==> src/rtl/ip_bus_arbiter.sv <==
// ip_bus_arbiter: two-requester round-robin arbiter in front of the hard-IP
// wrapper bus. m0 = CPU iomem path, m1 = autonomous hardware sequencer.
// One transaction in flight; the slave-side request is registered.
// Optional hang watchdog enabled by defining IP_BUS_TIMEOUT_EN.
module ip_bus_arbiter #(
    parameter int ADDR_W         = 24,
    parameter int DATA_W         = 32,
    parameter int TIMEOUT_CYCLES = 256
) (
    input  logic                  clk,
    input  logic                  resetn,
    input  logic                  m0_valid,
    output logic                  m0_ready,
    input  logic [ADDR_W-1:0]     m0_addr,
    input  logic [DATA_W-1:0]     m0_wdata,
    input  logic [DATA_W/8-1:0]   m0_wstrb,
    output logic [DATA_W-1:0]     m0_rdata,
    input  logic                  m1_valid,
    output logic                  m1_ready,
    input  logic [ADDR_W-1:0]     m1_addr,
    input  logic [DATA_W-1:0]     m1_wdata,
    input  logic [DATA_W/8-1:0]   m1_wstrb,
    output logic [DATA_W-1:0]     m1_rdata,
    output logic                  s_valid,
    input  logic                  s_ready,
    output logic [ADDR_W-1:0]     s_addr,
    output logic [DATA_W-1:0]     s_wdata,
    output logic [DATA_W/8-1:0]   s_wstrb,
    input  logic [DATA_W-1:0]     s_rdata,
    output logic [1:0]            grant,
    input  logic                  err_clr,
    output logic                  timeout_err
);

    typedef enum logic [1:0] {IDLE, BUSY, DONE} state_t;

    state_t              state, state_n;
    logic                owner;       // 0 = m0, 1 = m1
    logic                rr_pref;     // port that wins when both request
    logic                pick_m1;
    logic                grant_fire;
    logic                complete;
    logic                tmo_hit;
    logic [DATA_W-1:0]   done_data;

    assign pick_m1   = m1_valid & (~m0_valid | rr_pref);
    assign done_data = tmo_hit ? '1 : s_rdata;

`ifdef IP_BUS_TIMEOUT_EN
    logic [15:0] tmo_cnt;

    // Watchdog: counts BUSY cycles of the current transaction, zero otherwise
    always_ff @(posedge clk) begin
        if (!resetn)             tmo_cnt <= '0;
        else if (state != BUSY)  tmo_cnt <= '0;
        else                     tmo_cnt <= tmo_cnt + 16'd1;
    end

    // A real s_ready in the limit cycle still counts as normal completion
    assign tmo_hit = (state == BUSY) && !s_ready &&
                     (tmo_cnt == 16'(TIMEOUT_CYCLES - 1));

    // Sticky error flag; a new timeout beats a simultaneous clear
    always_ff @(posedge clk) begin
        if (!resetn)       timeout_err <= 1'b0;
        else if (tmo_hit)  timeout_err <= 1'b1;
        else if (err_clr)  timeout_err <= 1'b0;
    end
`else
    localparam int unused_tmo_cycles = TIMEOUT_CYCLES;
    logic unused_err_clr;

    assign unused_err_clr = err_clr;
    assign tmo_hit        = 1'b0;
    assign timeout_err    = 1'b0;
`endif

    // State register
    always_ff @(posedge clk) begin
        if (!resetn) state <= IDLE;
        else         state <= state_n;
    end

    // Next state; DONE always returns to IDLE so the owner can drop valid
    always_comb begin
        state_n    = state;
        grant_fire = 1'b0;
        complete   = 1'b0;
        case (state)
            IDLE: if (m0_valid || m1_valid) begin
                state_n    = BUSY;
                grant_fire = 1'b1;
            end
            BUSY: if (s_ready || tmo_hit) begin
                state_n  = DONE;
                complete = 1'b1;
            end
            DONE:    state_n = IDLE;
            default: state_n = IDLE;
        endcase
    end

    // Capture the winner's request into the slave-side registers
    always_ff @(posedge clk) begin
        if (!resetn) begin
            s_valid <= 1'b0;
            s_addr  <= '0;
            s_wdata <= '0;
            s_wstrb <= '0;
            grant   <= 2'b00;
            owner   <= 1'b0;
        end else if (grant_fire) begin
            s_valid <= 1'b1;
            s_addr  <= pick_m1 ? m1_addr  : m0_addr;
            s_wdata <= pick_m1 ? m1_wdata : m0_wdata;
            s_wstrb <= pick_m1 ? m1_wstrb : m0_wstrb;
            grant   <= pick_m1 ? 2'b10 : 2'b01;
            owner   <= pick_m1;
        end else if (complete) begin
            s_valid <= 1'b0;
            grant   <= 2'b00;
        end
    end

    // Completion: one-cycle ready to the owner, read data, rotate preference
    always_ff @(posedge clk) begin
        if (!resetn) begin
            m0_ready <= 1'b0;
            m1_ready <= 1'b0;
            m0_rdata <= '0;
            m1_rdata <= '0;
            rr_pref  <= 1'b0;
        end else begin
            m0_ready <= complete & ~owner;
            m1_ready <= complete &  owner;
            if (complete) begin
                rr_pref <= ~owner;
                if (owner) m1_rdata <= done_data;
                else       m0_rdata <= done_data;
            end
        end
    end

endmodule

==> config.mk <==
export PLATFORM = sky130hd
export DESIGN_NAME = ip_bus_arbiter
export DESIGN_NICKNAME = d
export VERILOG_FILES = /design/src/rtl/ip_bus_arbiter.sv
export SDC_FILE = /design/constraint.sdc
export NUM_CORES = 1
export LEC_CHECK = 0
export CORE_UTILIZATION = 42
export CTS_CLUSTER_DIAMETER = 30
export DETAILED_ROUTE_END_ITERATION = 12
export HOLD_SLACK_MARGIN = 0.12
export PLACE_DENSITY = 0.93
export SLEW_MARGIN = 20
export SYNTH_ARGS = -nofsm -noshare
export SYNTH_HDL_FRONTEND = slang
export SYNTH_SLANG_ARGS = --single-unit
==> constraint.sdc <==
create_clock -name clk -period 3.5 [get_ports clk]
set_input_delay 0.7 -clock clk [delete_from_list [all_inputs] [get_ports clk]]
set_output_delay 0.7 -clock clk [all_outputs]
set_load 0.02 [all_outputs]
Word-level counts from Yosys, hierarchy flattened --
Cells that the tools add are included.
Word-level totals: register bits 133, input port bits 158, output and inout bits 130
Cells by class: bitwise logic cells 6, muxes and demuxes 15, reductions and logical operators 6, equal/unequal tests 3
Operators by type and width (number):
- 2-to-1 mux 32 bit | 1
- 2-to-1 mux 24 bit | 1
- 2-to-1 mux 2 bit | 5
- 2-to-1 mux 1 bit | 6
- AND reduction 2 bit | 3
- 2-to-1 mux 4 bit | 1
- != test 2 bit, second input constant | 2
- one-hot mux 2 bit (2 select lines) | 1
- AND 1 bit | 3
- equality test 2 x 1 -> 1 bit, second input constant | 1
- zero test 2 bit | 1
- NOT 1 bit | 2
- nonzero test 2 bit | 1
- logical OR 1 bit | 1
- bitwise OR 1 bit | 1

Depth between registers and ports, before layout --
Gate-level depths: netlist of the first run.
depth in word-level cells 5, mapped depth 6

Worst setup path after synthesis of the first run --
Ideal clock, no wire load.
path kind input to register, from input port m1_valid, to register s_addr[11], path buffers 2, required time 3426 ps, arrival 1508 ps, stages on the path 5, slack 1918 ps, cells stage by stage buf_2 a21boi_2 buf_2 nand3_1 a31oi_1
On the way: word-level cells in the longest chain between the ends 3
RTL lines:
- start, declared | line 18 | input logic m1_valid,
- logical OR 1 bit | line 90 | IDLE: if (m0_valid || m1_valid) begin
- 2-to-1 mux 1 bit | line 90
- 2-to-1 mux 1 bit | line 89 | case (state)
- end signal, assigned | line 114 | s_addr <= pick_m1 ? m1_addr : m0_addr;
- end, declared | line 26 | output logic [ADDR_W-1:0] s_addr,
Parallel ways exist; a longest one is shown, timed or not. A chain may end at the register's enable or synchronous reset.

Worst setup path after layout of the first run --
from register s_addr[14], to output port s_addr[14]
No word-level cell between the ends.

==> results.yml, run 1 <==
status:
  status: "finished clean"
setup_path:
  rr_startpoint: "state[0]"
  worstPathMaxFanout: 2
  required_ns: 2.80
  critPathSlowestCell: "clkdlybuf4s50_1"
  critPathMaxStageDelay_ns: 0.67
  rrSetupSlack_ns: 1.49
  path_class: "reg -> out"
  startpoint: "s_addr[14]"
  path_cells: "clkdlybuf4s50_1"
  endpoint_kind: "primary output"
  cp-start-kind: "flip-flop"
  crit_buf_inv: 1
  critical_path.top_delay_family: "buffers and inverters"
  arrival_ns: 1.42
cts:
  cts_resized: 0
  insertion_delay_ns: 0.41
  cts_num_sinks: 133
  path_clk_slew_ns: 0.06
  post-cts-setup-buffers: 0
  numCtsBuffers: 17
  cts_hold_buf: 0
  cts_tree: "done"
  root_buffer: "clkbuf_16"
  h-tree-depth: 4
  ctsLongestPathBuffers: 2
route:
  routed_wl_um: 19100
  top_layer_used: "met4"
  wl_met2_um: 9660
  drt-pass1-iter-count: 6
  post_drt_wl_per_cell_um: 17.4
  dr_wl_met3_um: 1840
  viasPerCell: 5.60
  first_iter_violations: 554
  wirelength_met1_um: 7040
  dr_total_vias: 6152
  ant_nets: 0
  drc: 0
logic_synthesis:
  syn_nets: 831
  yosysSeqAreaShare_pct: 49.4
  ys_seq_elements: 133
  yosys_warnings: 0
  syn_inst: 673
  syn-cell-area_mm2: 0.00539
  synth_area_per_cell_um2: 8.01
  yosysUniqueCellTypes: 29
worst_hold_path:
  hp-start: "m1_rdata[29]"
  hold_class: "reg -> reg"
job:
  drv_cap: 0
floorplan:
  initial_utilization_pct: 42.9
  pin_count: 288
  row_count: 41
  die_w_um: 115
  core_mm2: 0.0126
  die_h_um: 115
  dieArea_mm2: 0.0133
sta:
  fin_tns_setup_ns: 0
  rsz0062_at_grt: "false"
  maxSlewViolCount: 0
  hold_ws_ns: 0.450
  finalCritPeriodShare_pct: 60.5
  relSlewSlack_pct: 48.2
  hold_viol: 0
  period_needed_ns: 2.12
  finalSetupViolations: 0
  skew_ns: 0.00706
  worstMarginPinSlew_ns: 0.778
  max_freq_mhz: 473
global_routing:
  antenna_found_initial: 0
  gr-total-overflow: 0
  grt_max_degree: 124
  grt_pass1_vias: 5755
  grt_pass1_wl_um: 28700
  track_usage_pct: 27.9
finish:
  fin_nets: 1071
  drive_gt1_share_pct: 5.51
  area_delta_synth_final_pct: 65.0
  fin_cells: 1098
  diodes: 0
pwr:
  power_w: 0.00447
  max-vdd-ir-drop_uv: 281
  power_per_cell_area_mw_per_mm2: 502
  p_leak_nw: 3.02
placed_design:
  portBuffers: 285
  dpl.cell_count: 1066
  gp_congestion: 0.749
  place_hpwl_um: 12800
tightest hold or removal path: cells and delay by family, from the launching register on:
family | cells | cell delay [ns]
compound gates | 1 | 0.05
flops | 1 | 0.30
simple gates | 1 | 0.05
synth_stat cells:
library cell	count	share of area, %
or2_1	1	0.12
nand4_1	60	7.0
buf_6	1	0.21
nor2_2	1	0.12
and3b_1	1	0.16
nand3_1	61	5.7
o21ai_1	63	5.8
a21oi_1	69	6.4
dfxtp_1	133	49
a21boi_2	1	0.21
or3b_1	1	0.16
nand3b_1	1	0.14
nand4bb_1	1	0.21
nand2_1	130	9.0
and3_1	1	0.12
nor2_4	1	0.21
nor2_1	2	0.14
conb_1	1	0.070
nand2b_1	1	0.12
nand4b_1	1	0.16
clkbuf_1	29	2.0
inv_2	1	0.070
buf_2	39	3.6
a31oi_1	60	7.0
nor3_1	1	0.093
and4bb_1	1	0.23
o211ai_1	2	0.28
and4b_1	1	0.19
buf_4	8	1.1
layer usage:
layer | GRT usage [%] | vias to the layer above
met5 | 0 | -
met4 | 13.2 | 0
met3 | 9.75 | 42
met2 | 48.3 | 338
met1 | 30.3 | 2872
li1 | - | 2900
layout make-up:
| class | instances | area [um2] |
|---|---|---|
| clock buffer | 20 | 457 |
| clock inverter | 12 | 198 |
| fill | 919 | 3670 |
| inverter | 1 | 6.26 |
| multi-input combinational | 462 | 2370 |
| sequential | 133 | 2660 |
| tap | 172 | 215 |
| timing repair buffer | 298 | 3000 |
metrics by stage:
stage | utilization [%] | instance area [um2] | setup WS (ns)
after floorplan | - | 5390 | 1.92
after global placement | 65.6 | 8250 | 1.02
after detailed placement | 65.6 | 8250 | 0.962
after CTS | 70.8 | 8900 | 1.37
after global routing | 70.8 | 8900 | 1.28
final | 70.8 | 8900 | 1.38
cell usage in the layout, fill, tap and decap left out, drive strengths merged, types with 4 or more instances in the layout:
cell	Yosys	final
clkdlybuf4s50	0	284
dfxtp	133	133
nand2	130	130
a21oi	69	69
o21ai	63	63
nand3	61	61
nand4	60	60
a31oi	60	60
clkbuf	29	20
buf	48	14
bufinv	0	5
nor2	4	4
kinds of logic (layout without fill, tap and decap cells):
family / after synthesis / after routing / share of synthesized area, %
compound gates: 195 / 195 / 19.7
buf+inv: 78 / 331 / 7.03
flops: 133 / 133 / 49.4
other cells: 1 / 1 / 0.0695
simple gates: 266 / 266 / 23.8
power by group:
| part | switching, W | leakage [nW] | internal (W) |
|---|---|---|---|
| combinational | 0.000435 | 1.62 | 0.000398 |
| sequential | 0.0000498 | 1.09 | 0.00160 |
| clock | 0.000679 | 0.317 | 0.00130 |
| total | 0.00116 | 3.02 | 0.00331 |
flip-flops by register name (all words and copies together), names as in the netlist, 2 cells and up:
| register | cells |
|---|---|
| grant | 2 |
| m0_rdata | 32 |
| m1_rdata | 32 |
| s_addr | 24 |
| s_wdata | 32 |
| s_wstrb | 4 |
| state | 2 |
worst paths after layout:
kind | end | cells past startpoint
setup reg to reg | s_addr[16] | 4
hold / removal | m1_rdata[29] | 2
setup / recovery | s_addr[14] | 1
hold reg to reg | m1_rdata[29] | 2
Note: power is estimated with default switching activity, not from simulation.
==> run 2, diff against run 1 <==
--- a/config.mk
+++ b/config.mk
@@ -5,11 +5,11 @@
 export SDC_FILE = /design/constraint.sdc
 export NUM_CORES = 1
 export LEC_CHECK = 0
-export CORE_UTILIZATION = 42
+export CORE_UTILIZATION = 39
 export CTS_CLUSTER_DIAMETER = 30
 export DETAILED_ROUTE_END_ITERATION = 12
 export HOLD_SLACK_MARGIN = 0.12
-export PLACE_DENSITY = 0.93
+export PLACE_DENSITY = 0.88
 export SLEW_MARGIN = 20
 export SYNTH_ARGS = -nofsm -noshare
 export SYNTH_HDL_FRONTEND = slang
==> constraint.sdc (replaced) <==
create_clock -name clk -period 2.2 [get_ports clk]
set_input_delay 0.44 -clock clk [delete_from_list [all_inputs] [get_ports clk]]
set_output_delay 0.44 -clock clk [all_outputs]
set_load 0.02 [all_outputs]
==> results.yml, run 2 (synthesis gave the netlist of run 1 again) <==
placed_design:
  place_hpwl_um: 12800
  portBuffers: 285
  gp_congestion: 0.803
  pre_cts_slack_ns: 0.230
setup_path:
  crit_buf_inv: 1
  worstPathMaxFanout: 2
  rr_worst_depth: 4
  critPathMaxStageDelay_ns: 0.67
  cp-start-kind: "flip-flop"
  path_class: "reg -> out"
  required_ns: 1.76
  critPathSlowestCell: "clkdlybuf4s50_1"
  rrSetupSlack_ns: 0.48
  endpoint_kind: "primary output"
  path_cells: "clkdlybuf4s50_1"
  arrival_ns: 1.41
  crit_cells: 1
  critical_path.top_delay_family: "buffers and inverters"
sta:
  max_freq_mhz: 540
  finalCritPeriodShare_pct: 84.1
  fin_tns_setup_ns: 0
  maxSlewViolCount: 0
  skew_ns: 0.00607
  relSlewSlack_pct: 53.5
  setup_slack_ns: 0.349
  worstMarginPinSlew_ns: 0.698
  period_needed_ns: 1.85
  hold_viol: 0
  finalSetupViolations: 0
  rsz0062_at_grt: "false"
global_routing:
  antenna_found_initial: 0
  grt_max_degree: 83
  grt_pass1_vias: 5859
  gr-total-overflow: 0
  grt_pass1_wl_um: 29400
  track_usage_pct: 26.0
worst_hold_path:
  holdPathStages: 2
  hold_class: "reg -> reg"
pwr:
  switching_share_pct: 26.5
  p_leak_nw: 3.08
  max-vdd-ir-drop_uv: 485
  p_seq_share_pct: 38.1
  power_per_cell_area_mw_per_mm2: 764
  p_int_w: 0.00508
  p_switching_w: 0.00183
  share_clk_of_total_power_pct: 41.8
  combPwrFrac_pct: 20.1
cts:
  post-cts-setup-buffers: 0
  insertion_delay_ns: 0.41
  root_buffer: "clkbuf_16"
  path_clk_slew_ns: 0.06
  h-tree-depth: 4
  cts_num_sinks: 133
  cts_hold_buf: 0
  numCtsBuffers: 17
  ctsLongestPathBuffers: 2
  cts_resized: 0
  cts_tree: "done"
floorplan:
  row_count: 42
  dieArea_mm2: 0.0143
  core_mm2: 0.0133
  initial_utilization_pct: 40.4
  die_w_um: 120
  die_h_um: 120
  pin_count: 288
job:
  drv_cap: 0
finish:
  area_delta_synth_final_pct: 67.6
  reg.largest.list: "m0_rdata: 32 flops, m1_rdata: 32 flops, s_wdata: 32 flops"
  final_cell_mix: "clkdlybuf4s50_1, dfxtp_1, nand2_1, a21oi_1, o21ai_1"
  final_common_cell: "clkdlybuf4s50_1"
  drive_gt1_share_pct: 6.32
  fin_nets: 1080
  diodes: 0
status:
  status: "finished clean"
route:
  drc: 0
  viasPerCell: 5.50
  routed_wl_um: 18800
  first_iter_violations: 530
  drt-pass1-iter-count: 6
  ant_nets: 0
  dr_total_vias: 6109
  post_drt_wl_per_cell_um: 16.9
## run 2: metal layers
metal / vias to the layer above / track usage [%] / wire length, um
li1: 2920 / - / -
met1: 2843 / 29.1 / 7300
met2: 299 / 45.5 / 9340
met3: 47 / 7.98 / 1540
met4: 0 / 11.3 / 573
met5: - / 0 / 0
## run 2: layout make-up
class	count	area, um2
Tap cell	176	220
Fill cell	1069	4310
Sequential cell	133	2660
Clock buffer	20	457
Clock inverter	11	149
Inverter	1	6.26
Multi-Input combinational cell	462	2370
Timing Repair Buffer	307	3180
## run 2: power by group through the flow
| stage | Sequential [W] | Combinational [W] | Clock (W) |
|---|---|---|---|
| after floorplan | 0.00284 | 0.000480 | 0 |
| after global placement | 0.00267 | 0.00136 | 0 |
| after detailed placement | 0.00268 | 0.00138 | 0 |
| after CTS | 0.00263 | 0.00139 | 0.00295 |
| after global routing | 0.00265 | 0.00148 | 0.00304 |
| final | 0.00263 | 0.00139 | 0.00289 |
## run 2: final timing paths
path | start | endpoint
hold / removal | m1_rdata[8] | m1_rdata[8]
hold reg to reg | m1_rdata[8] | m1_rdata[8]
setup reg to reg | state[0] | s_wdata[12]
setup / recovery | s_addr[23] | s_addr[23]
## run 2: metrics by stage
step / utilization (%) / cell area, um2 / instances / hold slack (ns) / power (W)
floorplan: - / 5390 / 673 / 0.480 / 0.00332
global placement: 63.2 / 8430 / 1079 / 0.440 / 0.00404
detailed placement: 63.2 / 8430 / 1079 / 0.447 / 0.00406
CTS: 67.7 / 9040 / 1110 / 0.455 / 0.00697
global route: 67.7 / 9040 / 1110 / 0.467 / 0.00717
finish: 67.7 / 9040 / 1110 / 0.451 / 0.00690
